**src/rtl/hazard_controller_pkg.sv**
```systemverilog
// Shared definitions for the pipeline hazard controller: FSM encoding,
// divider latency default and counter sizing.
package hazard_controller_pkg;

   typedef enum logic [0:0] {
      StRun     = 1'b0,
      StDivBusy = 1'b1
   } state_e;

   localparam int unsigned DivLatDefault = 34;
   localparam int unsigned StallCntW    = 32;

   // Down-counter width: large enough to hold DIV_LAT-1
   function automatic int unsigned cnt_width(input int unsigned lat);
      return (lat < 2) ? 1 : $clog2(lat);
   endfunction

endpackage

```
**src/rtl/hazard_controller_if.sv**
```systemverilog
// Hazard requests from the pipeline and stall/flush/divider controls back to it.
interface hazard_controller_if;
   import hazard_controller_pkg::*;

   logic                 hzd_exe_to_id_A;
   logic                 hzd_mem_to_exe_A;
   logic                 hzd_mem_to_exe_B;
   logic                 exe_is_div;
   logic                 exe_br_taken;

   logic                 stall_if;
   logic                 stall_id;
   logic                 stall_exe;
   logic                 flush_id;
   logic                 flush_exe;
   logic                 flush_mem;
   logic                 div_start;
   logic                 div_busy;
   logic [StallCntW-1:0] stall_cycles;

   // Pipeline side: raises hazards, obeys stalls/flushes
   modport master (
      output hzd_exe_to_id_A, hzd_mem_to_exe_A, hzd_mem_to_exe_B, exe_is_div, exe_br_taken,
      input  stall_if, stall_id, stall_exe, flush_id, flush_exe, flush_mem,
      input  div_start, div_busy, stall_cycles
   );

   // Controller side
   modport slave (
      input  hzd_exe_to_id_A, hzd_mem_to_exe_A, hzd_mem_to_exe_B, exe_is_div, exe_br_taken,
      output stall_if, stall_id, stall_exe, flush_id, flush_exe, flush_mem,
      output div_start, div_busy, stall_cycles
   );

endinterface

```
**src/rtl/hazard_controller_perf_counter.sv**
```systemverilog
// Free-running event counter with synchronous active-low reset; wraps at 2^Width.
module hazard_controller_perf_counter #(
   parameter int unsigned Width = 32
) (
   input  logic             clk,
   input  logic             nrst,
   input  logic             inc,
   output logic [Width-1:0] count
);

   logic [Width-1:0] count_q, count_d;

   always_comb begin
      count_d = count_q;
      if (inc) count_d = count_q + Width'(1);
   end

   always_ff @(posedge clk) begin
      if (!nrst) count_q <= '0;
      else       count_q <= count_d;
   end

   assign count = count_q;

endmodule

```
**src/rtl/hazard_controller.sv**
```systemverilog
// Pipeline hazard controller: load-use stalls, branch flushes and a fixed-latency
// divider stall sequencer, plus a count of front-end stall cycles.
module hazard_controller
   import hazard_controller_pkg::*;
#(
   parameter int unsigned DIV_LAT = DivLatDefault
) (
   input  logic           clk,
   input  logic           nrst,
   hazard_controller_if.slave bus
);

   localparam int unsigned     CntW    = cnt_width(DIV_LAT);
   localparam logic [CntW-1:0] CntLoad = CntW'(DIV_LAT - 1);

   state_e          state_q, state_d;
   logic [CntW-1:0] cnt_q, cnt_d;

   logic stall_if, stall_id, stall_exe;
   logic flush_id, flush_exe, flush_mem;
   logic div_start, div_busy;
   logic hzd_mem;
   logic [StallCntW-1:0] stall_cycles;

   assign hzd_mem = bus.hzd_mem_to_exe_A | bus.hzd_mem_to_exe_B;

   always_ff @(posedge clk) begin
      if (!nrst) begin
         state_q <= StRun;
         cnt_q   <= '0;
      end else begin
         state_q <= state_d;
         cnt_q   <= cnt_d;
      end
   end

   always_comb begin
      state_d   = state_q;
      cnt_d     = cnt_q;
      stall_if  = 1'b0;
      stall_id  = 1'b0;
      stall_exe = 1'b0;
      flush_id  = 1'b0;
      flush_exe = 1'b0;
      flush_mem = 1'b0;
      div_start = 1'b0;
      div_busy  = 1'b0;

      // Everything stays quiet while reset is held, even mid-division
      if (nrst) begin
         unique case (state_q)
            StDivBusy: begin
               div_busy = 1'b1;
               if (cnt_q != '0) begin
                  cnt_d     = cnt_q - CntW'(1);
                  stall_if  = 1'b1;
                  stall_id  = 1'b1;
                  stall_exe = 1'b1;
                  flush_mem = 1'b1;
               end else begin
                  // Release cycle: the divide retires, no relaunch possible here
                  state_d = StRun;
               end
            end
            StRun: begin
               if (hzd_mem) begin
                  // Branch operands are not valid yet, so a taken branch waits too
                  stall_if  = 1'b1;
                  stall_id  = 1'b1;
                  stall_exe = 1'b1;
                  flush_mem = 1'b1;
               end else if (bus.exe_br_taken) begin
                  flush_id  = 1'b1;
                  flush_exe = 1'b1;
               end else if (bus.hzd_exe_to_id_A) begin
                  stall_if  = 1'b1;
                  stall_id  = 1'b1;
                  flush_exe = 1'b1;
               end else if (bus.exe_is_div) begin
                  div_start = 1'b1;
                  stall_if  = 1'b1;
                  stall_id  = 1'b1;
                  stall_exe = 1'b1;
                  flush_mem = 1'b1;
                  cnt_d     = CntLoad;
                  state_d   = StDivBusy;
               end
            end
            default: state_d = StRun;
         endcase
      end
   end

   hazard_controller_perf_counter #(
      .Width (StallCntW)
   ) u_perf (
      .clk   (clk),
      .nrst  (nrst),
      .inc   (stall_if),
      .count (stall_cycles)
   );

   assign bus.stall_if     = stall_if;
   assign bus.stall_id     = stall_id;
   assign bus.stall_exe    = stall_exe;
   assign bus.flush_id     = flush_id;
   assign bus.flush_exe    = flush_exe;
   assign bus.flush_mem    = flush_mem;
   assign bus.div_start    = div_start;
   assign bus.div_busy     = div_busy;
   assign bus.stall_cycles = stall_cycles;

endmodule

```
**src/flat_wrapper.sv**
```systemverilog
// flat-port wrapper written by rule: the top's interface ports become plain ports
module hazard_controller_flat import hazard_controller_pkg::*;
#(
   parameter int unsigned DIV_LAT = DivLatDefault
)
  (clk, nrst, bus_hzd_exe_to_id_A, bus_hzd_mem_to_exe_A, bus_hzd_mem_to_exe_B, bus_exe_is_div, bus_exe_br_taken, bus_stall_if, bus_stall_id, bus_stall_exe, bus_flush_id, bus_flush_exe, bus_flush_mem, bus_div_start, bus_div_busy, bus_stall_cycles);
  hazard_controller_if bus_i ();
  input  logic clk;
  input  logic nrst;
  input wire logic [$bits(bus_i.hzd_exe_to_id_A)-1:0] bus_hzd_exe_to_id_A;
  input wire logic [$bits(bus_i.hzd_mem_to_exe_A)-1:0] bus_hzd_mem_to_exe_A;
  input wire logic [$bits(bus_i.hzd_mem_to_exe_B)-1:0] bus_hzd_mem_to_exe_B;
  input wire logic [$bits(bus_i.exe_is_div)-1:0] bus_exe_is_div;
  input wire logic [$bits(bus_i.exe_br_taken)-1:0] bus_exe_br_taken;
  output wire logic [$bits(bus_i.stall_if)-1:0] bus_stall_if;
  output wire logic [$bits(bus_i.stall_id)-1:0] bus_stall_id;
  output wire logic [$bits(bus_i.stall_exe)-1:0] bus_stall_exe;
  output wire logic [$bits(bus_i.flush_id)-1:0] bus_flush_id;
  output wire logic [$bits(bus_i.flush_exe)-1:0] bus_flush_exe;
  output wire logic [$bits(bus_i.flush_mem)-1:0] bus_flush_mem;
  output wire logic [$bits(bus_i.div_start)-1:0] bus_div_start;
  output wire logic [$bits(bus_i.div_busy)-1:0] bus_div_busy;
  output wire logic [$bits(bus_i.stall_cycles)-1:0] bus_stall_cycles;
  assign bus_i.hzd_exe_to_id_A = bus_hzd_exe_to_id_A;
  assign bus_i.hzd_mem_to_exe_A = bus_hzd_mem_to_exe_A;
  assign bus_i.hzd_mem_to_exe_B = bus_hzd_mem_to_exe_B;
  assign bus_i.exe_is_div = bus_exe_is_div;
  assign bus_i.exe_br_taken = bus_exe_br_taken;
  assign bus_stall_if = bus_i.stall_if;
  assign bus_stall_id = bus_i.stall_id;
  assign bus_stall_exe = bus_i.stall_exe;
  assign bus_flush_id = bus_i.flush_id;
  assign bus_flush_exe = bus_i.flush_exe;
  assign bus_flush_mem = bus_i.flush_mem;
  assign bus_div_start = bus_i.div_start;
  assign bus_div_busy = bus_i.div_busy;
  assign bus_stall_cycles = bus_i.stall_cycles;
  hazard_controller #(.DIV_LAT(DIV_LAT)) u_core (.clk(clk), .nrst(nrst), .bus(bus_i));
endmodule
```
**config.mk**
```make
export PLATFORM = sky130hd
export DESIGN_NAME = hazard_controller_flat
export DESIGN_NICKNAME = d
export VERILOG_FILES = /design/src/rtl/hazard_controller_pkg.sv /design/src/rtl/hazard_controller_if.sv /design/src/rtl/hazard_controller_perf_counter.sv /design/src/rtl/hazard_controller.sv /design/src/flat_wrapper.sv
export SDC_FILE = /design/constraint.sdc
export NUM_CORES = 1
export LEC_CHECK = 0
export CAP_MARGIN = 20
export CORE_MARGIN = 3
export CORE_UTILIZATION = 50
export DETAILED_ROUTE_END_ITERATION = 12
export HOLD_SLACK_MARGIN = 0.15
export MAX_ROUTING_LAYER = met4
export PLACE_DENSITY_LB_ADDON = 0.25
export SLEW_MARGIN = 25
export SYNTH_ARGS = -nofsm -noshare
export SYNTH_HDL_FRONTEND = slang
export SYNTH_SLANG_ARGS = --single-unit
```
**constraint.sdc**
```tcl
create_clock -name clk -period 2.73 [get_ports clk]
set_clock_uncertainty 0.1 [all_clocks]
set_input_delay 0.819 -clock clk [delete_from_list [all_inputs] [get_ports clk]]
set_output_delay 0.819 -clock clk [all_outputs]
set_load 0.03 [all_outputs]
```
==> metrics.txt <==
Tot GR Track Use 0.216; final instance area just under 3000 sq um; die area 5030 sq um; GR Layer Usage met1 0.270; Remaining DRCs 0; HP Class reg -> reg; CTS buffer count 5; Antenna Nets Post-Route 0; dpl ws -0.198 ns; critical hold path startpoint u_core.cnt_q[0]; Max Freq approximately 370 MHz; status completed; Final Hold Fails 0; vias in the first global route ~1.9k; TritonCTS clock tree built; reg-to-reg slack, setup 0.43 ns; vias per cell between 5 and 6; FF+latch count, synth 39; busiest layer in global routing met2; GPL Wtd Cong slightly below 0.9; DP HPWL between 3000 and 4000 um; fin. max-slew vios 0; Max Cap Viol 0; synthesized area 2110 sq um; clk_lat worst skew between 0.2 and 0.3 ns; sw frac 0.239; hold endpoint u_core.cnt_q[0]; post-synthesis cell type count 46; synthesized instance count 244; leakage power 1.07 nW; Die Height 70.9 um; GRT met2 Usage 0.358; initial drt markers approximately 130; worst-margin pin slew ~0.5 ns; power density over cell area ~430 nW/um^2; CP Capture Type output port; Rel. slew slack 0.663; Initial Util 0.547; Final WS setup just under 0.04 ns; WP data required 1.81 ns; ys async rst share 0; die extent in x 70.9 um; WHS Path Cells 1; maximum VDD drop between 0.2 and 0.3 mV; Most used DFF post-synth dfxtp_1; Worst R2R End u_core.u_perf.count[24]; minimum clock period after layout approximately 2.7 ns; antenna cells 0; Root Driver clkbuf_8; clk slew on worst S/H paths 0.07 ns; worst-case clock buffer depth 2; WL final about 5000 um; Core Box Area slightly below 4000 sq um; Seq/Total Area, Yosys 0.371; met3 Usage GRT 0.0341; crit start category input pin; WL per Instance about 14 um; clock share of power 0.405; Nets between 300 and 400; Ys Warns 0; Layout fillers between 300 and 400; CP Class in -> out; Syn Nets roughly 250; antenna violations before repair 0; Final Core Density 0.751; # setup viols final 0; CP Data Arrival Time roughly 1.8 ns; Comb pwr share 0.119; Worst R2R Path Depth 8; IO Count 47; drt pass-1 iters 4; sequential share of power 0.476; Post-synth EDFFs 0; sw power 0.000295 W; DP Area 2720 sq um; pin count of the biggest net entering global routing 20; clk sink count 39; # port buffers 46; P&R area growth vs syn 37.4%; # rows 22; worst-path fanout max 4; Mean Syn Cell Area 8.64 sq um; DR vias ~2.0k; Reg2Reg Launch Point u_core.cnt_q[0]; gr ovfl total 0; fin crit share 0.986; first-pass GRT wire length 8650 um; share of cells above drive strength 1 0.205; P_int around 0.00094 W; H-tree levels 2
-- metrics by stage --
step | hold WS [ns] | TNS (ns) | power (W) | instances
global route | 0.396 | -0.0211 | 0.00127 | 360
finish | 0.374 | 0 | 0.00123 | 360
CTS | 0.399 | 0 | 0.00124 | 359
floorplan | 0.388 | 0 | 0.000681 | 244
global placement | 0.365 | -1.07 | 0.000734 | 349
detailed placement | 0.387 | -1.58 | 0.000736 | 349
-- worst max-delay path by stage --
| stage | endpoint | depth (start not counted) | startpoint |
|---|---|---|---|
| 2_1_floorplan | bus_stall_if | 5 | bus_exe_br_taken |
| 5_1_grt | bus_flush_mem | 6 | u_core.cnt_q[0] |
| 3_5_place_dp | bus_flush_id | 5 | bus_hzd_mem_to_exe_B |
| 6_report | bus_flush_id | 5 | bus_hzd_mem_to_exe_B |
| 3_3_place_gp | bus_flush_id | 5 | bus_hzd_mem_to_exe_B |
| 4_1_cts | bus_flush_id | 5 | bus_hzd_mem_to_exe_A |
-- synth_stat cells (2+ instances only) --
library cell | number | share of area
xor2_1 | 12 | 0.050
buf_4 | 3 | 0.011
buf_2 | 2 | 0.0048
nor3_1 | 9 | 0.021
nor4_2 | 2 | 0.012
o21ai_0 | 10 | 0.024
o211ai_1 | 3 | 0.011
nand4_1 | 9 | 0.027
o21a_1 | 2 | 0.0071
nand2_1 | 22 | 0.039
clkbuf_1 | 4 | 0.0071
and2_1 | 4 | 0.012
nor4_1 | 5 | 0.015
nand3_1 | 12 | 0.029
a21oi_1 | 9 | 0.021
and3_1 | 3 | 0.0089
nand2b_1 | 2 | 0.0059
dfxtp_1 | 39 | 0.37
nand3_2 | 4 | 0.019
or4_1 | 2 | 0.0071
nand4_2 | 2 | 0.012
nor2_1 | 29 | 0.052
mux2i_1 | 3 | 0.014
ha_1 | 3 | 0.018
nor3_2 | 2 | 0.0095
inv_1 | 6 | 0.011
nor4b_1 | 2 | 0.0083
or3_1 | 11 | 0.033
xnor2_1 | 11 | 0.046
-- sequential cells by signal, summed over array words and instances (netlist names) --
signal / flops
u_core.u_perf.count: 32
u_core.cnt_q: 6
u_core.state_q: 1
-- cell families (layout without fill, tap and decap cells) --
logic type / after synthesis / after routing / share of synthesized area
AND/OR/NAND/NOR: 129 / 129 / 0.365
multiplexers: 3 / 3 / 0.0143
XOR/XNOR: 23 / 23 / 0.0956
buffers and inverters: 15 / 83 / 0.0333
AO/OA/AOI/OAI: 32 / 32 / 0.104
flip-flops: 39 / 39 / 0.371
adder cells (fa/ha/maj): 3 / 3 / 0.0178
-- final cells by class --
class / instances / area [sq um] / share of cell area
inverters: 6 / 22.5 / 0.00778
repair buffers: 69 / 628 / 0.217
clock buffers: 6 / 82.6 / 0.0285
multi-input cells: 190 / 1280 / 0.444
flip-flops and latches: 39 / 782 / 0.270
clock inverters: 2 / 35.0 / 0.0121
well taps: 48 / 60.1 / 0.0208
-- worst max-delay path, stage by stage --
cell,delay (ns)
dlygate4sd2_1,0.25
nor3_4,0.25
buf_6,0.15
and3_1,0.17
buf_6,0.13
-- routing by layer --
metal | vias to the layer above | part of all wire
met3 | 7 | 0.044
met4 | 0 | 0.014
met1 | 972 | 0.45
li1 | 1007 | -
met5 | - | 0
met2 | 52 | 0.50
-- cell usage in the layout, fill, tap and decap left out, types with 2 or more instances in the layout --
cell / n
nand4_1: 9
nand2b_1: 2
dfxtp_1: 38
mux2i_1: 3
inv_1: 5
o211ai_1: 3
clkdlybuf4s50_1: 32
ha_1: 3
clkbuf_8: 6
xor2_1: 12
nor4_2: 2
nor4b_1: 2
dlygate4sd2_1: 6
and2_1: 3
xnor2_1: 11
o21ai_0: 10
and3_1: 3
or4_1: 2
nor3_1: 9
buf_4: 25
nand2_1: 22
nand3_2: 4
a21oi_1: 9
or3_1: 11
o21a_1: 2
nor3_2: 2
nor2_1: 28
nand4_2: 2
nand3_1: 12
nor4_1: 5
buf_6: 6
-- power by group through the flow --
stage                     clock network (W)  registers [W]  logic [W]
after floorplan                           0       0.000612  0.0000685
after global placement                    0       0.000599   0.000135
after detailed placement                  0       0.000599   0.000137
after CTS                          0.000510       0.000586   0.000144
after global routing               0.000527       0.000587   0.000156
final                              0.000498       0.000586   0.000146
-- what timing repair did --
item / 4_1_cts / 5_1_grt
pin swaps: 5 / 1
hold buffers: 0 / 0
gates resized for setup: 15 / 2
cloned: 0 / 0
setup buffers: 2 / 1
hold endpoints to repair: 0 / 0
endpoints found under the setup margin: 7 / 6
Note: power is estimated with default switching activity, not from simulation.
